[src/rtl/fetch_pkg.sv]
// Address-map constants shared by the fetch and writeback tile generators,
// so both sides always agree on where each buffer lives.
package fetch_pkg;

    localparam logic [2:0] BUF_W = 3'b000;
    localparam logic [2:0] BUF_B = 3'b001;
    localparam logic [2:0] BUF_I = 3'b010;
    localparam logic [2:0] BUF_Q = 3'b011;
    localparam logic [2:0] BUF_K = 3'b100;
    localparam logic [2:0] BUF_V = 3'b101;

    localparam int BASE_B = 64;
    localparam int BASE_I = 112;

    localparam int TILE_WEIGHTS = 32;
    localparam int TILE_INPUTS  = 512;

    typedef enum logic [1:0] {
        ST_IDLE    = 2'd0,
        ST_WRITING = 2'd1,
        ST_FLUSH   = 2'd2,
        ST_DONE    = 2'd3
    } wb_state_t;

    // Words occupied by one Q/K/V matrix region.
    function automatic int mat_words(input int cols, input int rows,
                                     input int bits, input int dw);
        return cols * rows * bits / dw;
    endfunction

endpackage

[src/rtl/writeback_logic_gen_if.sv]
// Result stream in, BRAM port-B write bus out.
interface writeback_logic_gen_if #(
    parameter int ADDR_WIDTH = 16,
    parameter int DATA_WIDTH = 256
);
    logic                  in_valid;
    logic [DATA_WIDTH-1:0] in_data;
    logic                  in_ready;
    logic [ADDR_WIDTH-1:0] bram_addr;
    logic                  bram_we;
    logic [DATA_WIDTH-1:0] bram_wdata;

    modport master (
        output in_valid, in_data,
        input  in_ready, bram_addr, bram_we, bram_wdata
    );

    modport slave (
        input  in_valid, in_data,
        output in_ready, bram_addr, bram_we, bram_wdata
    );
endinterface

[src/rtl/wb_addr_gen.sv]
// Combinational write address: base(select) + tile_ptr*N + beat index,
// computed at 17 bits and truncated to the BRAM address width.
module wb_addr_gen
    import fetch_pkg::*;
#(
    parameter int ADDR_WIDTH = 16,
    parameter int MAT_WORDS  = 12288
) (
    input  logic [2:0]            sel,
    input  logic                  tc,
    input  logic [8:0]            tile_ptr,
    input  logic [8:0]            beat_cnt,
    output logic [ADDR_WIDTH-1:0] addr
);

    logic [16:0] base;
    logic [16:0] tile_size;
    logic [16:0] sum;

    always_comb begin
        case (sel)
            BUF_B:   base = 17'(BASE_B);
            BUF_I:   base = 17'(BASE_I);
            BUF_K:   base = 17'(MAT_WORDS);
            BUF_V:   base = 17'(2 * MAT_WORDS);
            default: base = '0;
        endcase
        tile_size = tc ? 17'(TILE_WEIGHTS) : 17'(TILE_INPUTS);
        sum = base + 17'(tile_ptr) * tile_size + 17'(beat_cnt);
    end

    assign addr = ADDR_WIDTH'(sum);

endmodule

[src/rtl/writeback_logic_gen.sv]
// Tile writeback sequencer: accepts result beats and issues registered
// BRAM writes at the same per-buffer addresses the fetch side reads.
//
// state   | meaning
// IDLE    | waiting for start_write; select/size latched on exit
// WRITING | in_ready high, each accepted beat becomes a write next cycle
// FLUSH   | last write on the BRAM bus, no more beats taken
// DONE    | write_done pulse, tile pointer advances
module writeback_logic_gen
    import fetch_pkg::*;
#(
    parameter int ADDR_WIDTH       = 16,
    parameter int DATA_WIDTH       = 256,
    parameter int ORIGINAL_COLUMNS = 768,
    parameter int ORIGINAL_ROWS    = 512,
    parameter int NUM_BITS         = 8
) (
    input  logic                 clk,
    input  logic                 rst,
    input  logic                 start_write,
    input  logic                 reset_addr_counter,
    input  logic                 abort,
    input  logic [2:0]           Buffer_Select,
    input  logic                 Tiles_Control,
    writeback_logic_gen_if.slave bus,
    output logic                 write_done,
    output logic                 busy
);

    localparam int MAT_WORDS = mat_words(ORIGINAL_COLUMNS, ORIGINAL_ROWS, NUM_BITS, DATA_WIDTH);

    wb_state_t             state, state_next;
    logic [8:0]            tile_ptr;
    logic [8:0]            beat_cnt;
    logic [2:0]            sel_q;
    logic                  tc_q;
    logic                  accept;
    logic                  last_beat;
    logic [ADDR_WIDTH-1:0] addr_calc;

    wb_addr_gen #(
        .ADDR_WIDTH (ADDR_WIDTH),
        .MAT_WORDS  (MAT_WORDS)
    ) u_addr_gen (
        .sel      (sel_q),
        .tc       (tc_q),
        .tile_ptr (tile_ptr),
        .beat_cnt (beat_cnt),
        .addr     (addr_calc)
    );

    assign accept    = (state == ST_WRITING) && bus.in_valid;
    assign last_beat = tc_q ? (beat_cnt == 9'(TILE_WEIGHTS - 1))
                            : (beat_cnt == 9'(TILE_INPUTS - 1));

    always_comb begin
        state_next   = state;
        bus.in_ready = 1'b0;
        write_done   = 1'b0;
        busy         = 1'b0;
        case (state)
            ST_IDLE: begin
                if (start_write) state_next = ST_WRITING;
            end
            ST_WRITING: begin
                bus.in_ready = 1'b1;
                busy         = 1'b1;
                if (abort)                    state_next = ST_IDLE;
                else if (accept && last_beat) state_next = ST_FLUSH;
            end
            ST_FLUSH: begin
                busy       = 1'b1;
                state_next = abort ? ST_IDLE : ST_DONE;
            end
            ST_DONE: begin
                write_done = 1'b1;
                state_next = ST_IDLE;
            end
            default: state_next = ST_IDLE;
        endcase
    end

    always_ff @(posedge clk) begin
        if (rst) begin
            state          <= ST_IDLE;
            tile_ptr       <= '0;
            beat_cnt       <= '0;
            sel_q          <= '0;
            tc_q           <= 1'b0;
            bus.bram_addr  <= '0;
            bus.bram_we    <= 1'b0;
            bus.bram_wdata <= {DATA_WIDTH{1'b0}};
        end else begin
            state       <= state_next;
            bus.bram_we <= accept;
            if (accept) begin
                bus.bram_addr  <= addr_calc;
                bus.bram_wdata <= bus.in_data;
            end
            if (state_next == ST_IDLE) beat_cnt <= '0;
            else if (accept)           beat_cnt <= beat_cnt + 9'd1;
            // a pointer clear outranks the end-of-tile advance
            if (reset_addr_counter)     tile_ptr <= '0;
            else if (state == ST_DONE)  tile_ptr <= tile_ptr + 9'd1;
            if (state == ST_IDLE && start_write) begin
                sel_q <= Buffer_Select;
                tc_q  <= Tiles_Control;
            end
        end
    end

endmodule
[src/flat_wrapper.sv]
// flat-port wrapper written by rule: the top's interface ports become plain ports
module writeback_logic_gen_flat import fetch_pkg::*;
#(
    parameter int ADDR_WIDTH       = 16,
    parameter int DATA_WIDTH       = 256,
    parameter int ORIGINAL_COLUMNS = 768,
    parameter int ORIGINAL_ROWS    = 512,
    parameter int NUM_BITS         = 8
)
  (clk, rst, start_write, reset_addr_counter, abort, Buffer_Select, Tiles_Control, write_done, busy, bus_in_valid, bus_in_data, bus_in_ready, bus_bram_addr, bus_bram_we, bus_bram_wdata);
  writeback_logic_gen_if #(.ADDR_WIDTH(ADDR_WIDTH), .DATA_WIDTH(DATA_WIDTH)) bus_i ();
  input  logic clk;
  input  logic rst;
  input  logic start_write;
  input  logic reset_addr_counter;
  input  logic abort;
  input  logic [2:0] Buffer_Select;
  input  logic Tiles_Control;
  output logic write_done;
  output logic busy;
  input wire logic [$bits(bus_i.in_valid)-1:0] bus_in_valid;
  input wire logic [$bits(bus_i.in_data)-1:0] bus_in_data;
  output wire logic [$bits(bus_i.in_ready)-1:0] bus_in_ready;
  output wire logic [$bits(bus_i.bram_addr)-1:0] bus_bram_addr;
  output wire logic [$bits(bus_i.bram_we)-1:0] bus_bram_we;
  output wire logic [$bits(bus_i.bram_wdata)-1:0] bus_bram_wdata;
  assign bus_i.in_valid = bus_in_valid;
  assign bus_i.in_data = bus_in_data;
  assign bus_in_ready = bus_i.in_ready;
  assign bus_bram_addr = bus_i.bram_addr;
  assign bus_bram_we = bus_i.bram_we;
  assign bus_bram_wdata = bus_i.bram_wdata;
  writeback_logic_gen #(.ADDR_WIDTH(ADDR_WIDTH), .DATA_WIDTH(DATA_WIDTH), .ORIGINAL_COLUMNS(ORIGINAL_COLUMNS), .ORIGINAL_ROWS(ORIGINAL_ROWS), .NUM_BITS(NUM_BITS)) u_core (.clk(clk), .rst(rst), .start_write(start_write), .reset_addr_counter(reset_addr_counter), .abort(abort), .Buffer_Select(Buffer_Select), .Tiles_Control(Tiles_Control), .bus(bus_i), .write_done(write_done), .busy(busy));
endmodule
[config.mk]
export PLATFORM = sky130hd
export DESIGN_NAME = writeback_logic_gen_flat
export DESIGN_NICKNAME = d
export VERILOG_FILES = /design/src/rtl/fetch_pkg.sv /design/src/rtl/writeback_logic_gen_if.sv /design/src/rtl/wb_addr_gen.sv /design/src/rtl/writeback_logic_gen.sv /design/src/flat_wrapper.sv
export SDC_FILE = /design/constraint.sdc
export NUM_CORES = 1
export LEC_CHECK = 0
export CAP_MARGIN = 5
export CORE_AREA = 2 2 209 211
export CTS_BUF_LIST = sky130_fd_sc_hd__clkbuf_8
export DETAILED_ROUTE_END_ITERATION = 10
export DIE_AREA = 0 0 211 213
export REMOVE_ABC_BUFFERS = 1
export SYNTH_ARGS = -nofsm -noshare
export SYNTH_HDL_FRONTEND = slang
export SYNTH_SLANG_ARGS = --single-unit
[constraint.sdc]
create_clock -name clk -period 3.2 [get_ports clk]
set_input_delay 0.64 -clock clk [delete_from_list [all_inputs] [get_ports clk]]
set_output_delay 0.64 -clock clk [all_outputs]
set_load 0.05 [all_outputs]
==> results.cfg, run 1 <==
[pwr]
power.leakage_nw = 6.700
power-per-cell-area_mw_per_mm2 = 487.3
peakVddDrop_mv = 0.3028

[worst_setup_path]
critPathCaptureType = register
cpMostUsedCell = ha_1
rr_worst_depth = 12
path_max_fanout = 3
required_ns = 3.68
start_kind = register
worstPathArrival_ns = 3.57
crit_chain = xnor2_1 > nor2_1 > ha_1 > ha_1 > fa_1 > ha_2 > fa_2 > a211oi_2 > o21bai_2 > a41oi_2 > or4_1 > nand3_1
cpPeakStageDelay_ns = 0.46
slowest_stage = fa_1
crit_type = reg2reg

[global_route]
grt_overflow = 0
antenna_found_initial = 3
grt_max_degree = 105
grt.total_usage = 0.1726
grt_pass1_vias = 11080
grt_pass1_wl_mm = 61.27

[floorplanning]
start_util = 0.2642
core_sq_mm = 0.04270
ios = 542
row_count = 76
die_w_um = 211
die_h_um = 213
die_area_sq_mm = 0.04494

[yosys]
synth.avg_cell_area_sq_um = 8.040
synth_cell_types = 48
synth-edff-count = 0
mappedNetlistArea_sq_mm = 0.01128
synth_compound_area_frac = 0.1480
synth_top_family_by_area = simple AND/OR/NAND/NOR gates
synth_area_leaders = dfxtp_1 53%, nand2_1 18%, a21oi_1 12%, ha_1 3.8%, clkbuf_1 2.0%
synth_xor_area_frac = 0.01520
synth_warnings = 0
yosysSeqAreaShare = 0.5271
synth_top_cell_area_share = 0.5271
synth-simple-area-share = 0.2165
postSynthCellCount = 1403
async_flop_share = 0
synth_ff_type = dfxtp_1
synthAdderAreaFrac = 0.04658
ys_seq_elements = 297
muxShareOfSynthArea = 0.005768
yosys.area.top_type = dfxtp_1

[clocking]
root_buffer = clkbuf_8
cts_sinks = 297
cts_buffers = 54
clkTransAtPathRegs_ns = 0.06
clock_latency_ns = 0.62
clockBufferDepth = 3
cts_tree = yes
h-tree-depth = 2

[worst_hold_path]
min_path_cells = 2
hp-class = reg2reg

[drt]
first_iter_violations = 469
wl_mm = 40.64
vias = 11190
drt_pre_antenna_iters = 4
wl_per_cell_um = 16.11
viasPerCell = 4.434
drc = 0
route.antenna.remaining_nets = 0

[final_layout]
regArea_sq_mm = 0.005951
layout.nets = 2239
drive_above_1_share = 0.06484
final_cell_mix = 553 x nand2_1, 540 x clkdlybuf4s50_1, 293 x dfxtp_1
layout_commonest_cell = nand2_1
multi_input_area_sq_mm = 0.004933
syn2layout_area_growth_pct = 63.14
fillerInstances = 4243

[timing]
fin_worst_skew_ns = 0.03155
fmax_mhz = 324.1
whs_ns = 0.4511
rsz0062_at_grt = true
fin_crit_sh = 0.9641
min_period_ns = 3.085
slew_viol_final = 0
worst_pin_slew_ns = 0.6433
timing_hold_violations_final = 0
worst_slack_ns = 0.1147
relSlewSlack = 0.5698
setup_viol = 0

[placement]
dp_slack_ns = -0.1384
routabilityCongestion = 0.7927
io_buffers = 541
hpwl_mm = 29.10

[flow_run]
drv_cap = 0

[run_status]
status = finished, final reports clean
## sequential cells by signal, summed over array words and instances (netlist names)
register	cells
u_core.tile_ptr	9
u_core.state	2
u_core.bus.bram_we	1
u_core.bus.bram_wdata	256
u_core.bus.bram_addr	16
u_core.beat_cnt	9
u_core.sel_q	3
u_core.tc_q	1
## stage by stage
stage	area [sq um]	utilization	TNS (ns)	std cells	total power, mW
global route	18400	0.4310	-0.03818	2522	9.391
CTS	18380	0.4306	0	2520	9.114
finish	18400	0.4310	0	2523	8.968
detailed placement	17310	0.4054	-0.2548	2424	5.577
floorplan	10890	-	-789.95	1309	4.791
global placement	17310	0.4054	-0.06697	2424	5.568
## critical path, delay by kind of cell (launching register included)
kind	cells	cell delay, ns
AND/OR/NAND/NOR	3	0.25
flip-flops	1	0.33
XOR/XNOR	1	0.15
adder cells (fa/ha/maj)	5	1.62
AO/OA/AOI/OAI	3	0.61
## synth_stat cells, types with 3 or more instances
cell type  instances
a211oi_1          12
a21o_1             3
a21oi_1          275
and2_1             7
buf_1              7
buf_2             27
clkbuf_1          61
dfxtp_1          297
fa_1               5
ha_1              34
inv_1             14
mux2_2             4
nand2_1          554
nand2b_1           4
nand3_1           11
nand4_1            7
nor2_1            16
nor2b_1            3
nor3_1             3
o21ai_0            6
or3_1              3
xnor2_1            8
xor2_1             9
## final cells by class
class / count / share of cell area
Clock buffer: 67 / 0.05011
Multi-Input combinational cell: 998 / 0.2681
Antenna cell: 3 / 0.0004079
Clock inverter: 29 / 0.006799
Tap cell: 546 / 0.03712
Timing Repair Buffer: 569 / 0.3113
Sequential cell: 297 / 0.3233
Inverter: 14 / 0.002855
## final timing paths
kind	startpoint	endpoint	slack, ns
setup / recovery	u_core.sel_q[0]	u_core.bus.bram_addr[14]	0.11
hold / removal	u_core.bus.bram_wdata[175]	u_core.bus.bram_wdata[175]	0.45
setup reg to reg	u_core.sel_q[0]	u_core.bus.bram_addr[14]	0.11
hold reg to reg	u_core.bus.bram_wdata[175]	u_core.bus.bram_wdata[175]	0.45
## per-layer routing
layer / wire length [um] / up-vias / track usage
li1: - / 5652 / -
met1: 16310 / 5118 / 0.1991
met2: 19790 / 340 / 0.2880
met3: 3318 / 75 / 0.06560
met4: 1204 / 2 / 0.06969
met5: 15 / - / 0
## power breakdown
part	switching, mW	total (mW)	internal [mW]
registers	0.0742	3.92	3.84
clock network	1.60	3.47	1.87
logic	0.932	1.58	0.646
## what timing repair did
item	in CTS	in global routing
resized for setup	7	5
pin swaps	0	3
hold buffers	0	0
buffers inserted	0	0
endpoints found under the setup margin	5	6
## cells by family after synthesis
| kind of cell | Yosys count |
|---|---|
| buf+inv | 110 |
| mux | 6 |
| compound gates | 313 |
| flops | 297 |
| fa+ha+maj | 39 |
| xor+xnor | 18 |
| other cells | 2 |
| simple gates | 618 |
No activity file was read; power rests on OpenSTA's default activity.
==> run 2: changes to the inputs <==
Settings changed: MAX_ROUTING_LAYER set to met4.
==> results.cfg, run 2 (synthesis gave the netlist of run 1 again) <==
[pwr]
peakVddDrop_mv = 0.3044
clock_power_share = 0.387
finalPower_mw = 8.965
seqPwrFrac = 0.437
p_sw_frac = 0.2903
p_comb_frac = 0.176
power_switching_mw = 2.603
p_int_mw = 6.362
power.leakage_nw = 6.700
power-per-cell-area_mw_per_mm2 = 487.0

[clocking]
cts_hold_buf = 0
clkTransAtPathRegs_ns = 0.06
cts_setup_buffers = 0
root_buffer = clkbuf_8
h-tree-depth = 2
cts_buffers = 54
cts_sinks = 297
clock_latency_ns = 0.62
clockBufferDepth = 3
cts_tree = yes

[final_layout]
reg_top3 = u_core.bus.bram_wdata: 256 flops, u_core.bus.bram_addr: 16 flops
layout.nets = 2239
utilization = 0.4312
fillerInstances = 4241
drive_above_1_share = 0.06484
regMostFlops = u_core.bus.bram_wdata
multi_input_area_sq_mm = 0.004933
largest_reg_flops = 256
regArea_sq_mm = 0.005951
layout_commonest_cell = nand2_1
final_cell_mix = 553 x nand2_1, 540 x clkdlybuf4s50_1, 293 x dfxtp_1
syn2layout_area_growth_pct = 63.19

[placement]
io_buffers = 541
dp_slack_ns = -0.1384
routabilityCongestion = 0.8039
hpwl_mm = 29.10

[timing]
min_period_ns = 3.088
setup_viol = 0
fin_crit_sh = 0.9651
fmax_mhz = 323.8
worst_pin_slew_ns = 0.6467
worst_slack_ns = 0.1118
tns_ns = 0
whs_ns = 0.4517
fin_worst_skew_ns = 0.02782
rsz0062_at_grt = true
relSlewSlack = 0.5675
timing_hold_violations_final = 0
slew_viol_final = 0

[drt]
wl_mm = 40.61
drc = 0
viasPerCell = 4.439
drt_pre_antenna_iters = 4
wl_per_cell_um = 16.08
first_iter_violations = 547
vias = 11210
route.antenna.remaining_nets = 0

[worst_setup_path]
crit_type = reg2reg
start_kind = register
required_ns = 3.68
cpPeakStageDelay_ns = 0.46
crit_chain = xnor2_1 > nor2_1 > ha_1 > ha_1 > fa_1 > ha_2 > fa_2 > a211oi_2 > o21bai_2 > a41oi_2 > or4_1 > nand3_1
worstPathArrival_ns = 3.57
cp-startpoint = u_core.sel_q[0]
path_delay_family = adder cells
critPathCaptureType = register
path_max_fanout = 3
r2r_slack_ns = 0.11
crit_buf_inv = 0
rr_worst_depth = 12
cpMostUsedCell = ha_1
slowest_stage = fa_1
reg2reg_from = u_core.sel_q[0]
r2r_end = u_core.bus.bram_addr[14]

[global_route]
grt.total_usage = 0.1778
grt_pass1_vias = 11100
met3_usage = 0.06280
met1_usage = 0.2002
grt_pass1_wl_mm = 61.18
gr-usage-met2 = 0.2898
grt_overflow = 0
antenna_found_initial = 3
grt_max_degree = 105
grt-busiest-layer = met2

[floorplanning]
ios = 542
die_area_sq_mm = 0.04494
start_util = 0.2642
core_sq_mm = 0.04270
die_w_um = 211
die_h_um = 213
row_count = 76

[worst_hold_path]
hp-class = reg2reg
min_path_cells = 2
whs_endpoint = u_core.bus.bram_wdata[175]
min_from = u_core.bus.bram_wdata[175]

[run_status]
status = finished, final reports clean

[flow_run]
drv_cap = 0
[run 2: cell types whose count changed in the layout (fill, tap and decap cells not counted)]
| cell | change |
|---|---|
| diode_2 | +2 |
[run 2: repair_timing]
| item | CTS | global route |
|---|---|---|
| setup endpoints to repair | 5 | 6 |
| cloned | 0 | 0 |
| resized for setup | 7 | 5 |
| pin swaps | 0 | 3 |
[run 2: per-layer routing]
| layer | up-vias | part of all wire | wire length, um |
|---|---|---|---|
| li1 | 5659 | - | - |
| met5 | - | 0 | 0 |
| met2 | 337 | 0.50 | 20170 |
| met3 | 67 | 0.077 | 3127 |
| met4 | 0 | 0.025 | 1013 |
| met1 | 5145 | 0.40 | 16300 |
[run 2: final cells by class]
class | count | share of cell area
Sequential cell | 297 | 0.3233
Timing Repair Buffer | 569 | 0.3112
Multi-Input combinational cell | 998 | 0.2680
Clock buffer | 67 | 0.05009
Tap cell | 546 | 0.03711
Clock inverter | 29 | 0.006797
Inverter | 14 | 0.002855
Antenna cell | 5 | 0.0006797
[run 2: worst max path at each step]
stage,to,cells past startpoint
after global routing,u_core.bus.bram_addr[14],12
after detailed placement,u_core.bus.bram_addr[14],11
final,u_core.bus.bram_addr[14],12
after floorplan,u_core.beat_cnt[7],7
after global placement,u_core.bus.bram_addr[14],12
after CTS,u_core.bus.bram_addr[10],12
[run 2: power by group through the flow]
stage                     Sequential [mW]  Combinational [mW]  Clock [mW]
after floorplan                      4.46               0.330           0
after global placement               3.99                1.58           0
after detailed placement             3.99                1.58           0
after CTS                            3.92                1.59        3.61
after global routing                 3.93                1.68        3.79
final                                3.92                1.58        3.47
[run 2: stage by stage]
stage | std cells | cell area [sq um]
final | 2525 | 18410
after global routing | 2523 | 18400
after CTS | 2520 | 18380
after detailed placement | 2424 | 17310
after global placement | 2424 | 17310
after floorplan | 1309 | 10890
[run 2: tightest hold or removal path: cells and delay by family (launching register included)]
family	cells	cell delay (ns)
AND/OR/NAND/NOR	1	0.05
flip-flops	1	0.30
AO/OA/AOI/OAI	1	0.05
==> run 3: changes to the inputs <==
Settings changed: GPL_ROUTABILITY_DRIVEN set to 1.
==> results of run 3 <==
Final layout, timing and power as in run 2 (identical DEF).
